<file path="src/rtl/fp32_pkg.sv">
// Shared FP32 constants and sequencer state encoding used by the FMA front-end blocks.
package fp32_pkg;

  localparam logic [31:0] FP32_POS_ZERO = 32'h0000_0000;
  localparam logic [31:0] FP32_NAN      = 32'hFFFF_FFFF;
  localparam logic [31:0] FP32_ONE      = 32'h3F80_0000;

  typedef enum logic [1:0] {
    ST_IDLE = 2'd0,
    ST_ACC  = 2'd1,
    ST_HOLD = 2'd2
  } seq_state_t;

  // The FMA signals an invalid result with the all-ones pattern.
  function automatic logic fp32_is_nan_marker(input logic [31:0] v);
    return v == FP32_NAN;
  endfunction

endpackage

</file>
<file path="src/rtl/fma_dot_sequencer.sv">
// Streams operand pairs into an external FMA, accumulating d back into c,
// and presents the dot product on a valid/ready port after LEN pairs.
module fma_dot_sequencer
  import fp32_pkg::*;
#(
  parameter int LEN_W = 8
) (
  input  logic             clk,
  input  logic             rst_n,
  input  logic             start,
  input  logic [LEN_W-1:0] len,
  output logic             busy,
  input  logic             in_valid,
  output logic             in_ready,
  input  logic [31:0]      in_x,
  input  logic [31:0]      in_y,
  output logic [31:0]      fma_a,
  output logic [31:0]      fma_b,
  output logic [31:0]      fma_c,
  input  logic [31:0]      fma_d,
  output logic             out_valid,
  input  logic             out_ready,
  output logic [31:0]      out_data,
  output logic [LEN_W-1:0] out_count
);

  seq_state_t       state, state_nxt;
  logic [31:0]      acc;
  logic [LEN_W-1:0] cnt;
  logic             nan_stk;
  logic             in_fire;

  always_ff @(posedge clk or negedge rst_n) begin
    if (!rst_n) state <= ST_IDLE;
    else        state <= state_nxt;
  end

  always_comb begin
    state_nxt = state;
    in_ready  = 1'b0;
    out_valid = 1'b0;
    unique case (state)
      ST_IDLE: begin
        if (start) state_nxt = (len == '0) ? ST_HOLD : ST_ACC;
      end
      ST_ACC: begin
        in_ready = 1'b1;
        if (in_valid && cnt == LEN_W'(1)) state_nxt = ST_HOLD;
      end
      ST_HOLD: begin
        out_valid = 1'b1;
        if (out_ready) state_nxt = ST_IDLE;
      end
      default: state_nxt = ST_IDLE;
    endcase
  end

  assign in_fire = in_valid & in_ready;

  // acc is the only register on the FMA loop: acc -> FMA c -> d -> acc.
  always_ff @(posedge clk or negedge rst_n) begin
    if (!rst_n) begin
      acc       <= FP32_POS_ZERO;
      cnt       <= '0;
      out_count <= '0;
      nan_stk   <= 1'b0;
    end else if (state == ST_IDLE && start) begin
      acc       <= FP32_POS_ZERO;
      cnt       <= len;
      out_count <= '0;
      nan_stk   <= 1'b0;
    end else if (in_fire) begin
      acc       <= fma_d;
      cnt       <= cnt - LEN_W'(1);
      out_count <= out_count + LEN_W'(1);
      nan_stk   <= nan_stk | fp32_is_nan_marker(fma_d);
    end
  end

  assign busy     = (state != ST_IDLE);
  assign fma_a    = in_x;
  assign fma_b    = in_y;
  assign fma_c    = acc;
  // A NaN seen on any partial wins, even if later partials come back finite.
  assign out_data = nan_stk ? FP32_NAN : acc;

endmodule

</file>
<file path="config.mk">
export PLATFORM = sky130hd
export DESIGN_NAME = fma_dot_sequencer
export DESIGN_NICKNAME = d
export VERILOG_FILES = /design/src/rtl/fp32_pkg.sv /design/src/rtl/fma_dot_sequencer.sv
export SDC_FILE = /design/constraint.sdc
export NUM_CORES = 1
export LEC_CHECK = 0
export CELL_PAD_IN_SITES_DETAIL_PLACEMENT = 0
export CELL_PAD_IN_SITES_GLOBAL_PLACEMENT = 1
export CORE_MARGIN = 10
export CORE_UTILIZATION = 24
export CTS_CLUSTER_SIZE = 10
export DETAILED_ROUTE_END_ITERATION = 7
export GPL_ROUTABILITY_DRIVEN = 0
export MAX_ROUTING_LAYER = met4
export PLACE_DENSITY_LB_ADDON = 0.15
export RECOVER_POWER = 25
export SLEW_MARGIN = 20
export SYNTH_ARGS = -nofsm -noshare
export SYNTH_HDL_FRONTEND = slang
export SYNTH_SLANG_ARGS = --single-unit
</file>
<file path="constraint.sdc">
create_clock -name clk -period 2.9 [get_ports clk]
set_input_delay 0.29 -clock clk [delete_from_list [all_inputs] [get_ports clk]]
set_output_delay 0.29 -clock clk [all_outputs]
set_load 0.05 [all_outputs]
</file>
==> flow_summary.json, run 1 <==
{
  "p_leak_nw": 1.684,
  "critPathMaxStageDelay_ns": 0.87,
  "clockBufferDepth": 2,
  "max_slew_margin_pct": 3.659,
  "synth_fp_nets": 401,
  "ctsResizeCount": 0,
  "period_minus_slack_ns": 2.481,
  "grt_pass1_wl_um": 13900,
  "grt_usage_pct": 10.68,
  "drt_iter0_drc": 119,
  "coreArea_mm2": 0.01161,
  "reg2reg_from": "state[1]",
  "ys_top_cells_by_area": "dfrtp_1 44%, buf_4 17%, a22o_1 10%",
  "critPathRequiredTime_ns": 2.61,
  "start_util_pct": 24.85,
  "ys_types": 35,
  "drt-pass1-iter-count": 4,
  "startpoint": "nan_stk",
  "ys.flop_type": "dfrtp_1",
  "arrival_ns": 2.19,
  "postSynthCellCount": 289,
  "slew_viol_final": 0,
  "yosysTopAreaCell": "dfrtp_1",
  "criticalPathCategory": "register to output port",
  "drive_gt1_share_pct": 14.62,
  "vias": 2240,
  "wl_met1_um": 3881,
  "pwr-share-seq_pct": 24.5,
  "syn_to_final_growth_pct": 35.24,
  "postRouteAntennaNets": 0,
  "hold_buffers": 0,
  "netlist_area_mm2": 0.002887,
  "swShare_pct": 50.93,
  "max_freq_mhz": 403.1,
  "path_clk_slew_ns": 0.07,
  "fin_util_pct": 33.61,
  "syn_area_per_cell_um2": 9.988,
  "final_cell_mix": "118 x clkdlybuf4s50_1, 51 x dfrtp_1, 33 x a22o_1",
  "crit_path_end_kind": "output port",
  "ir_drop_mv": 0.5890,
  "top_layer": "met4",
  "grt_pass1_vias": 2365,
  "dr_wl_met3_um": 889,
  "finalHoldViolCount": 0,
  "ios": 248,
  "ys.warnings.count": 0,
  "synth_seq_cells": 51,
  "worstSetupStartpointType": "register",
  "numPortBuffers": 119,
  "internal_power_mw": 2.462,
  "numCtsBuffers": 5,
  "rows": 39,
  "met2_length_um": 4165,
  "insertedDiodeCount": 0,
  "clock_latency_ns": 0.28,
  "antenna_found_initial": 0,
  "wl_per_cell_um": 18.68,
  "fin_tns_setup_ns": 0,
  "drc_errors": 0,
  "finalCritPeriodShare_pct": 85.55,
  "finalHoldWorstSlack_ns": 0.3283,
  "worst_path_max_delay_cell": "dfrtp_1",
  "die_x_um": 129.7,
  "setup_viol": 0,
  "h-tree-depth": 2,
  "yosysSeqAreaShare_pct": 44.21,
  "power_frac_clock_pct": 12.5,
  "grt_overflow": 0,
  "async_flop_share_pct": 100.0,
  "die_y_um": 129.7,
  "clock-skew-final_ns": 0.006056,
  "viasPerCell": 4.619,
  "cap_viol_max_count": 0,
  "routed_wl_um": 9061,
  "post-cts-setup-buffers": 0,
  "clkSinkCount": 51,
  "run_status": "finished clean",
  "rsz0062_at_grt": "false",
  "dp_hpwl_um": 7008,
  "synth_top_area_share_pct": 44.21,
  "final_common_cell": "clkdlybuf4s50_1",
  "grt_max_degree": 39,
  "tritoncts": "yes",
  "pwr_density_cell_mw_per_mm2": 1285,
  "synth_edf_count": 0,
  "finalNetCount": 453,
  "die_area_mm2": 0.01681,
  "worstHoldPathType": "input port to asynchronous set/reset pin",
  "power_switching_mw": 2.555,
  "cp_cell_sequence": "or2_2, clkdlybuf4s50_1",
  "tightest_slew_ns": 1.445,
  "pwr-share-comb_pct": 63.0,
  "crit_fanout": 33,
  "clock-root-buffer": "clkbuf_16"
}
## final timing paths
kind / end / slack [ns] / cells past startpoint
max reg2reg: fma_c[3] / 1.05 / 4
max in group asynchronous: fma_c[24] / 1.48 / 2
min: out_count[7] / 0.33 / 1
min in group clk: fma_c[0] / 0.52 / 1
max: out_data[30] / 0.42 / 2
min reg2reg: fma_c[0] / 0.52 / 1
## cell usage after synthesis (6+ instances only)
cell type  count
buf_4         65
dfrtp_1       51
a22o_1        33
or2_2         32
nor2_1        14
nand2_1       11
nand4_1       10
o21ai_0        8
buf_2          7
inv_1          6
## layout make-up
cell class | count | area, um2
fill | 1218 | 7710
inverter | 6 | 22.52
tap | 143 | 178.9
clock buffer | 7 | 152.6
clock inverter | 1 | 7.507
timing repair buffer | 123 | 1215
multi-input combinational | 154 | 1051
sequential | 51 | 1276
## logic make-up after synthesis
kind of cell / Yosys count / synth area share (%)
AOI/OAI and AO/OA: 58 / 15.91
xor gates and xnor gates: 3 / 0.9104
adders and majority gates: 3 / 1.301
buffers and inverters: 84 / 19.68
DFF: 51 / 44.21
and+or+nand+nor: 90 / 17.99
## power by group through the flow
stage	combinational (mW)	sequential, mW	clock [mW]
2_1_floorplan	1.74	1.84	0
3_3_place_gp	3.19	1.24	0
3_5_place_dp	3.20	1.24	0
4_1_cts	3.20	1.24	0.652
5_1_grt	3.34	1.27	0.684
6_report	3.16	1.23	0.630
## layer usage
layer	vias up	global-route usage [%]
li1	1058	-
met1	1071	12.93
met2	89	16.37
met3	22	4.078
met4	0	2.778
met5	-	-
## flip-flops by register name (all words and copies together), names as in the netlist
name	count
state	2
out_count	8
fma_c	32
cnt	8
nan_stk	1
## per-stage QoR
stage | worst slack (ns) | power (mW) | instance area (um2) | instances
floorplan | 1.394 | 3.580 | 2887 | 289
CTS | 0.3191 | 5.090 | 3905 | 485
finish | 0.4190 | 5.017 | 3904 | 485
detailed placement | 0.6332 | 4.443 | 3745 | 477
global placement | 0.6494 | 4.436 | 3745 | 477
global route | 0.2114 | 5.300 | 3904 | 485
## critical path: cells and delay by family, from the launching register on
family | cells | cell delay (ns)
flops | 1 | 0.87
buf+inv | 1 | 0.80
simple gates | 1 | 0.24
No activity file was read; power rests on OpenSTA's default activity.
==> run 2, diff against run 1 <==
CELL_PAD_IN_SITES_GLOBAL_PLACEMENT = 2   (was 1)
CORE_UTILIZATION = 18   (was 24)
==> run 2 against run 1 <==
  * Sequential power about the same
  * Die area up 28%
  * Fmax up 0.71%
  * Combinational power about the same
  * Cell count up 15%
  * Global-route usage down 1.7 points
  * Register-to-register slack worse by 0.04 ns
  * Wire length up 8.2%
  * Core utilization down 8.3 points
  * Sequential share of layout area down 0.81 points
  * Worst hold slack worse by 0.21 ns
==> flow_summary.json, run 2 (synthesis results as in run 1) <==
{
  "seqCellArea_mm2": 0.001276,
  "hold_buffers": 0,
  "max_slew_margin_pct": 41.56,
  "multi_input_area_mm2": 0.001051,
  "criticalPathCategory": "register to output port",
  "cp_cell_sequence": "or2_2, clkdlybuf4s50_1",
  "insertedDiodeCount": 0,
  "postRouteAntennaNets": 0,
  "numCtsBuffers": 5,
  "ctsResizeCount": 0,
  "clock-skew-final_ns": 0.008544,
  "post-cts-setup-buffers": 0,
  "slew_viol_final": 0,
  "dp_hpwl_um": 7471,
  "drt-pass1-iter-count": 4,
  "h-tree-depth": 2,
  "path_clk_slew_ns": 0.07,
  "finalHoldViolCount": 0,
  "finalNetCount": 455,
  "clock_latency_ns": 0.29,
  "ios": 248,
  "grt_pass1_wl_um": 14950,
  "pwr_density_cell_mw_per_mm2": 1260,
  "rsz0062_at_grt": "false",
  "tightest_slew_ns": 0.8766,
  "numPortBuffers": 119,
  "start_util_pct": 18.24,
  "syn_to_final_growth_pct": 38.66,
  "largest_reg_flops": 32,
  "tritoncts": "yes",
  "routed_wl_um": 9803,
  "final_cell_mix": "118 x clkdlybuf4s50_1, 51 x dfrtp_1, 33 x a22o_1",
  "fillers": 1717,
  "worstSetupStartpointType": "register",
  "vias": 2284,
  "drive_gt1_share_pct": 15.12,
  "arrival_ns": 2.17,
  "drt_iter0_drc": 149,
  "critPathRequiredTime_ns": 2.61,
  "ir_drop_mv": 0.3600,
  "drc_errors": 0,
  "crit_path_end_kind": "output port",
  "coreArea_mm2": 0.01583,
  "die_area_mm2": 0.02150,
  "period_minus_slack_ns": 2.464,
  "clockBufferDepth": 2,
  "grt_overflow": 0,
  "die_y_um": 146.6,
  "rows": 46,
  "grt_max_degree": 39,
  "grt_pass1_vias": 2478,
  "worst_path_max_delay_cell": "dfrtp_1",
  "grt_usage_pct": 8.978,
  "die_x_um": 146.6,
  "setup_viol": 0,
  "power_mw": 5.042,
  "run_status": "finished clean",
  "max_freq_mhz": 405.9,
  "p_leak_nw": 1.694,
  "viasPerCell": 4.079,
  "final_common_cell": "clkdlybuf4s50_1",
  "cap_viol_max_count": 0,
  "finalCritPeriodShare_pct": 84.95,
  "clock-root-buffer": "clkbuf_16",
  "critPathMaxStageDelay_ns": 0.85,
  "wl_per_cell_um": 17.51,
  "clkSinkCount": 51,
  "antenna_found_initial": 0,
  "worstHoldPathType": "input port to asynchronous set/reset pin",
  "crit_fanout": 33,
  "fin_tns_setup_ns": 0
}
## run 2: metal layers
metal	vias to the layer above	share of wire (%)	GRT usage (%)
met5	-	0	-
met3	26	6.5	2.441
met2	83	46	13.70
met4	0	1.3	2.402
li1	1064	-	-
met1	1111	46	11.44
## run 2: through the flow
step / cells / util (%) / hold slack, ns / worst slack (ns) / instance area [um2]
global placement: 552 / 24.33 / 0.4812 / 0.6674 / 3851
global route: 560 / 25.29 / 0.2046 / 0.2136 / 4003
finish: 560 / 25.29 / 0.1159 / 0.4364 / 4003
CTS: 560 / 25.29 / 0.1741 / 0.3343 / 4003
floorplan: 289 / - / -0.005591 / 1.394 / 2887
detailed placement: 552 / 24.33 / 0.4902 / 0.6559 / 3851
## run 2: worst max-delay path, delay by kind of cell, from the launching register on
family | cells | cell delay [ns]
and+or+nand+nor | 1 | 0.23
DFF | 1 | 0.85
buffers and inverters | 1 | 0.81
## run 2: path summary, 6_finish.rpt
| kind | from | endpoint | slack [ns] | depth (start not counted) |
|---|---|---|---|---|
| min | rst_n | out_count[7] | 0.12 | 1 |
| min reg2reg | fma_c[13] | fma_c[13] | 0.52 | 1 |
| min in group clk | fma_c[13] | fma_c[13] | 0.52 | 1 |
| max reg2reg | state[1] | cnt[4] | 1.01 | 4 |
| max | nan_stk | out_data[24] | 0.44 | 2 |
| max in group asynchronous | rst_n | fma_c[31] | 2.10 | 2 |
## run 2: power breakdown
part	internal (mW)	leakage (nW)	switching, mW
logic	1.13	0.960	2.06
clock network	0.346	0.0741	0.265
registers	0.975	0.660	0.261
## run 2: cell type report
class / count / share of cell area (%)
clock buffer: 7 / 3.564
timing repair buffer: 125 / 30.76
tap: 216 / 6.752
sequential: 51 / 31.88
inverter: 6 / 0.5627
clock inverter: 1 / 0.2188
multi-input combinational: 154 / 26.26
